==> src/rtl/matrix_pkg.sv <==
// Shared definitions for the matrix scheduler: FSM state encoding and the
// flat-matrix element layout helpers.
package matrix_pkg;

  localparam logic [2:0] ST_IDLE  = 3'd0;
  localparam logic [2:0] ST_DRAIN = 3'd1;
  localparam logic [2:0] ST_ISSUE = 3'd2;
  localparam logic [2:0] ST_WAIT  = 3'd3;
  localparam logic [2:0] ST_DONE  = 3'd4;

  typedef enum logic [2:0] {
    S_IDLE  = ST_IDLE,
    S_DRAIN = ST_DRAIN,
    S_ISSUE = ST_ISSUE,
    S_WAIT  = ST_WAIT,
    S_DONE  = ST_DONE
  } state_e;

  // Element (i,k) lives at flat index i*size+k, bit offset index*cell_width.
  function automatic int elem_index(input int i, input int k, input int size);
    return i * size + k;
  endfunction

  function automatic int elem_offset(input int i, input int k, input int size,
                                     input int cell_width);
    return elem_index(i, k, size) * cell_width;
  endfunction

endpackage

==> src/rtl/matrix_scheduler_operand_select.sv <==
// Combinational slice of row i of A and column j of B out of the flat
// latched operand matrices.
module operand_select
  import matrix_pkg::*;
#(
  parameter int size       = 4,
  parameter int cell_width = 32,
  parameter int width      = cell_width * size,
  parameter int mat_width  = width * size,
  parameter int idx_w      = (size > 1) ? $clog2(size) : 1
) (
  input  logic [mat_width-1:0] mat_a_i,
  input  logic [mat_width-1:0] mat_b_i,
  input  logic [idx_w-1:0]     row_idx_i,
  input  logic [idx_w-1:0]     col_idx_i,
  output logic [width-1:0]     row_a_o,
  output logic [width-1:0]     col_b_o
);

  logic [cell_width-1:0] a_el [size][size];
  logic [cell_width-1:0] b_el [size][size];

  for (genvar gi = 0; gi < size; gi++) begin : g_row
    for (genvar gk = 0; gk < size; gk++) begin : g_el
      assign a_el[gi][gk] = mat_a_i[elem_offset(gi, gk, size, cell_width) +: cell_width];
      assign b_el[gi][gk] = mat_b_i[elem_offset(gi, gk, size, cell_width) +: cell_width];
    end
  end

  // Slot k carries A(i,k) and B(k,j) so the processor pairs them directly.
  for (genvar gk = 0; gk < size; gk++) begin : g_slot
    assign row_a_o[gk*cell_width +: cell_width] = a_el[row_idx_i][gk];
    assign col_b_o[gk*cell_width +: cell_width] = b_el[gk][col_idx_i];
  end

endmodule

==> src/rtl/matrix_scheduler.sv <==
// Walks one column_processor over every cell of C = A*B in row-major order,
// capturing each result into a flat C register, with a done/ack handshake.
module matrix_scheduler
  import matrix_pkg::*;
#(
  parameter int size       = 4,
  parameter int cell_width = 32,
  parameter int width      = cell_width * size,
  parameter int mat_width  = width * size
) (
  input  logic                 in_clk,
  input  logic                 in_reset,
  input  logic                 in_start,
  input  logic [mat_width-1:0] in_mat_a,
  input  logic [mat_width-1:0] in_mat_b,
  input  logic                 in_done_ack,
  output logic [mat_width-1:0] out_mat_c,
  output logic                 out_done,
  output logic                 out_busy,
  output logic [width-1:0]     out_pe_row_a,
  output logic [width-1:0]     out_pe_col_b,
  output logic                 out_pe_ready,
  output logic                 out_pe_ack,
  input  logic [width-1:0]     in_pe_cell_c,
  input  logic                 in_pe_ready
);

  localparam int idx_w = (size > 1) ? $clog2(size) : 1;
  localparam logic [idx_w-1:0] last_idx = idx_w'(size - 1);

  state_e                 state_q;
  logic [mat_width-1:0]   a_q, b_q, mat_c_q;
  logic [idx_w-1:0]       i_q, j_q, i_d, j_d;
  logic                   done_q, busy_q, pe_ready_q, pe_ack_q;
  logic [width-1:0]       row_a_q, col_b_q, sel_row, sel_col;
  logic [size*size-1:0]   cell_we;
  logic                   last_cell;
  logic                   pe_cell_unused;

  operand_select #(
    .size       (size),
    .cell_width (cell_width),
    .width      (width),
    .mat_width  (mat_width),
    .idx_w      (idx_w)
  ) u_operand_select (
    .mat_a_i   (a_q),
    .mat_b_i   (b_q),
    .row_idx_i (i_q),
    .col_idx_i (j_q),
    .row_a_o   (sel_row),
    .col_b_o   (sel_col)
  );

  // Row-major advance: j wraps to 0 and carries into i.
  always_comb begin
    j_d = j_q + idx_w'(1);
    i_d = i_q;
    if (j_q == last_idx) begin
      j_d = '0;
      i_d = (i_q == last_idx) ? '0 : i_q + idx_w'(1);
    end
  end

  assign last_cell = (i_q == last_idx) && (j_q == last_idx);

  for (genvar gi = 0; gi < size; gi++) begin : g_we_row
    for (genvar gj = 0; gj < size; gj++) begin : g_we_col
      assign cell_we[elem_index(gi, gj, size)] = (i_q == idx_w'(gi)) && (j_q == idx_w'(gj));
    end
  end

  // Only the low cell_width bits of the processor result are meaningful.
  assign pe_cell_unused = ^in_pe_cell_c[width-1:cell_width];

  always_ff @(posedge in_clk or posedge in_reset) begin
    if (in_reset) begin
      state_q    <= S_IDLE;
      a_q        <= '0;
      b_q        <= '0;
      mat_c_q    <= '0;
      i_q        <= '0;
      j_q        <= '0;
      done_q     <= 1'b0;
      busy_q     <= 1'b0;
      row_a_q    <= '0;
      col_b_q    <= '0;
      pe_ready_q <= 1'b0;
      pe_ack_q   <= 1'b0;
    end else begin
      case (state_q)
        S_IDLE: begin
          if (in_start) begin
            a_q     <= in_mat_a;
            b_q     <= in_mat_b;
            i_q     <= '0;
            j_q     <= '0;
            mat_c_q <= '0;
            busy_q  <= 1'b1;
            state_q <= S_DRAIN;
          end
        end
        S_DRAIN: begin
          if (in_pe_ready) begin
            pe_ack_q <= 1'b1;
          end else begin
            pe_ack_q <= 1'b0;
            state_q  <= S_ISSUE;
          end
        end
        S_ISSUE: begin
          row_a_q    <= sel_row;
          col_b_q    <= sel_col;
          pe_ready_q <= 1'b1;
          state_q    <= S_WAIT;
        end
        S_WAIT: begin
          pe_ready_q <= 1'b0;
          if (in_pe_ready) begin
            for (int n = 0; n < size * size; n++) begin
              if (cell_we[n]) begin
                mat_c_q[n*cell_width +: cell_width] <= in_pe_cell_c[cell_width-1:0];
              end
            end
            pe_ack_q <= 1'b1;
            i_q      <= i_d;
            j_q      <= j_d;
            state_q  <= last_cell ? S_DONE : S_DRAIN;
          end
        end
        S_DONE: begin
          // The last result must be drained before done is offered or released.
          if (in_pe_ready) begin
            pe_ack_q <= 1'b1;
          end else begin
            pe_ack_q <= 1'b0;
            if (done_q && in_done_ack) begin
              done_q  <= 1'b0;
              busy_q  <= 1'b0;
              state_q <= S_IDLE;
            end else begin
              done_q <= 1'b1;
            end
          end
        end
        default: state_q <= S_IDLE;
      endcase
    end
  end

  assign out_mat_c    = mat_c_q;
  assign out_done     = done_q;
  assign out_busy     = busy_q;
  assign out_pe_row_a = row_a_q;
  assign out_pe_col_b = col_b_q;
  assign out_pe_ready = pe_ready_q;
  assign out_pe_ack   = pe_ack_q;

endmodule

==> config.mk <==
export PLATFORM = sky130hd
export DESIGN_NAME = matrix_scheduler
export DESIGN_NICKNAME = d
export VERILOG_FILES = /design/src/rtl/matrix_pkg.sv /design/src/rtl/matrix_scheduler_operand_select.sv /design/src/rtl/matrix_scheduler.sv
export SDC_FILE = /design/constraint.sdc
export NUM_CORES = 2
export LEC_CHECK = 0
export CAP_MARGIN = 20
export CELL_PAD_IN_SITES_DETAIL_PLACEMENT = 2
export CELL_PAD_IN_SITES_GLOBAL_PLACEMENT = 2
export CORE_AREA = 10 10 752 754
export DETAILED_ROUTE_END_ITERATION = 7
export DIE_AREA = 0 0 762 764
export PLACE_DENSITY = 0.49
export SYNTH_ARGS = -nofsm -noshare
export SYNTH_HDL_FRONTEND = slang
export SYNTH_HIERARCHICAL = 1
export SYNTH_SLANG_ARGS = --single-unit
==> constraint.sdc <==
create_clock -name in_clk -period 83.9 [get_ports in_clk]
set_clock_uncertainty 0.2 [all_clocks]
set_input_delay 16.78 -clock in_clk [delete_from_list [all_inputs] [get_ports in_clk]]
set_output_delay 16.78 -clock in_clk [all_outputs]
set_load 0.02 [all_outputs]
==> impl_metrics.toml <==
[power_and_ir_drop]
leakage_nw = 48.5
p_per_area_nw_per_um2 = 38.9
ir_drop_mv = 0.0187

[floorplan]
core_um2 = 551000
start_util_pct = 13.5
io_pins = 1929
die_area_um2 = 582000
die_w_um = 762
rows = 273
die_height_um = 764

[drt]
firstDrtPassIters = 5
post-route-drc-count = 0
wl_per_cell_um = 27.4
wl_um = 434000
final_antenna_net_count = 0
avgViaCountPerCell = 3.68
drt_first_iter_violations = 3107
via_count = 58100

[global_route]
grt.overflow.total = 0
grt_pass1_vias = 64195
grtUsageTotal_pct = 14.4
antenna_found_initial = 364
grt_pass1_wl_um = 586000
grt_max_degree = 209

[critical_path]
cp-startpoint = "in_reset"
cp-end-kind = "asynchronous set/reset pin"
critical_path_class = "input pin to asynchronous set/reset pin"
required_ns = 84.66
start_kind = "input pin"
arrival_ns = 22.62
r2r-start = "state_q[0]$_DFFE_PP0P_"
critPathMaxFanout = 160
ff2ff_setup_slack_ns = 78.76

[cts]
cts_hold_buffers = 0
clock_path_buffers = 4
clk_transition_reported_paths_ns = 0.05
h-tree-depth = 4
clock_sinks = 1803
cts-resized-gates = 0
root_buffer = "clkbuf_16"
cts_made_buffers = 245
cts_setup_buffers = 0
cts_tree = "yes"
clkLatencyLatePin_ns = 0.96

[placement]
port_buffers = 1832
gp_congestion = 0.832
dp_cells = 15244
placed_area_um2 = 100000
dpl.hpwl_um = 336000

[synthesis]
syn_avg_cell_area_um2 = 11.6
synth_seq_area_share_pct = 60.8
ys_ff_latch = 1803
syn_nets = 7584
syn_inst = 6419
syn_area_um2 = 74200
ys_warn_count = 6
synth.distinct_cells = 39

[outcome]
status = "finished, final reports clean"

[sta]
layout_min_cycle_time_ns = 21.87
tns_ns = 0
max_freq_ghz = 0.0457
final.period_utilization_pct = 26.1
finalSetupViolCount = 0
hold_ws_ns = 0.268
grt_setup_unrepaired = "no"
finalHoldViolCount = 0
slew_headroom_pct = 12.2
drv_slew = 0
worstMarginPinSlew_ns = 1.32

[finish]
design_area_um2 = 109000
syn2layout_area_growth_pct = 47.0
num-nets-final = 9376
final_cells = 15795
fillers = 61421
layout-drive-gt1-share_pct = 18.0
postLayoutCoreUtil_pct = 19.8

[worst_hold_path]
hold_class = "flop to flop"
holdCritStartpoint = "a_q[274]$_DFFE_PP0P_"

[run]
maxCapViolCount = 0
critical path, cell delays in order:
cell and delay, ns:
clkdlybuf4s50_1 0.50, inv_8 0.49, buf_4 0.75, buf_4 0.64, buf_12 0.62, buf_12 0.47, buf_4 0.80, buf_4 0.69
through the flow:
step	power, mW	worst slack [ns]
global route	4.52	61.25
global placement	3.16	61.03
finish	4.24	62.03
CTS	4.35	61.92
detailed placement	3.22	60.91
floorplan	2.33	16.02
per-layer routing:
layer  vias up  wire, um  GRT usage, %  part of all wire [%]
met5         -       667             0                  0.15
met4       100     12300          3.56                   2.8
met3       842     36700          5.09                   8.5
met2      2011    195000          22.8                    45
met1     30515    188000          18.5                    43
li1      24632         -             -                     -
flip-flops by register name, summed over array words and instances (netlist names), 2 cells and up:
signal        count
a_q             512
b_q             512
i_q               2
j_q               2
out_mat_c       512
out_pe_col_b    128
out_pe_row_a    128
state_q           3
layout by cell type, fill, tap and decap left out, types with 5 or more instances in the layout:
master,n
a22oi_2,5
a22oi_4,11
and2_0,17
and2_1,13
buf_12,11
buf_16,5
buf_4,112
bufinv_16,17
clkbuf_1,49
clkbuf_16,245
clkbuf_8,52
clkdlybuf4s50_1,1823
clkinv_16,5
clkinv_2,51
clkinv_4,9
clkinvlp_4,6
dfrtp_1,1799
diode_2,98
ha_1,8
inv_1,5
inv_6,8
mux2_1,63
mux2_2,706
mux4_2,256
nand2_1,3091
report_power, final:
group	internal, mW	leakage [nW]	switching [mW]
Clock	0.635	4.06	0.450
Combinational	0.721	21.6	0.897
Sequential	1.28	22.8	0.257
cells by family after synthesis:
family,after synthesis,share of synthesized area (%)
buffers and inverters,412,2.99
multiplexers,1026,19.5
AO/OA/AOI/OAI,31,0.556
AND/OR/NAND/NOR,3139,16.1
flip-flops,1803,60.8
adder cells (fa/ha/maj),8,0.135
cells in the mapped netlist:
cell | count | area (um2)
a22o_1 | 2 | 17.5
ha_1 | 8 | 100
inv_1 | 6 | 22.5
mux2_1 | 63 | 709
nor2_1 | 4 | 15.0
mux2i_1 | 1 | 10.0
and4b_1 | 1 | 10.0
and2_0 | 24 | 150
clkbuf_1 | 212 | 796
and2_1 | 9 | 56.3
a21o_1 | 1 | 7.51
a221o_1 | 1 | 10.0
nor3_1 | 1 | 5.00
nand2_1 | 3091 | 11600
nand2b_1 | 1 | 6.26
nand4b_2 | 1 | 15.0
o211ai_1 | 1 | 7.51
mux2_2 | 706 | 7950
and3b_1 | 1 | 8.76
buf_6 | 9 | 101
buf_4 | 35 | 263
buf_12 | 20 | 400
buf_1 | 11 | 41.3
dfrtp_1 | 1803 | 45100
o31ai_1 | 2 | 15.0
a211oi_1 | 2 | 15.0
a21oi_1 | 1 | 5.00
a32o_1 | 2 | 20.0
a22oi_4 | 11 | 234
a22oi_2 | 5 | 62.6
clkbuf_2 | 1 | 5.00
nand3_1 | 1 | 5.00
nor4b_1 | 2 | 17.5
or4b_1 | 1 | 10.0
nand4_1 | 2 | 12.5
mux4_2 | 256 | 5770
buf_2 | 118 | 591
o41ai_1 | 1 | 8.76
o21ai_0 | 2 | 10.0
worst paths after layout:
| path | endpoint | cells after the start |
|---|---|---|
| hold reg to reg | a_q[274]$_DFFE_PP0P_ | 2 |
| min in group asynchronous | out_pe_row_a[103]$_DFFE_PP0P_ | 2 |
| setup / recovery | b_q[126]$_DFFE_PP0P_ | 8 |
| setup reg to reg | a_q[397]$_DFFE_PP0P_ | 7 |
| max in group in_clk | a_q[397]$_DFFE_PP0P_ | 8 |
| hold / removal | a_q[274]$_DFFE_PP0P_ | 2 |
layout make-up:
class,count,area [um2],share of cell area (%)
clock buffers,346,7030,6.45
multi-input cells,4204,26900,24.6
diodes,98,245,0.225
clock inverters,100,1180,1.08
repair buffers,1951,19400,17.8
flip-flops and latches,1803,45100,41.4
well taps,7287,9120,8.36
inverters,6,30.0,0.0275
No activity file was read; power rests on OpenSTA's default activity.
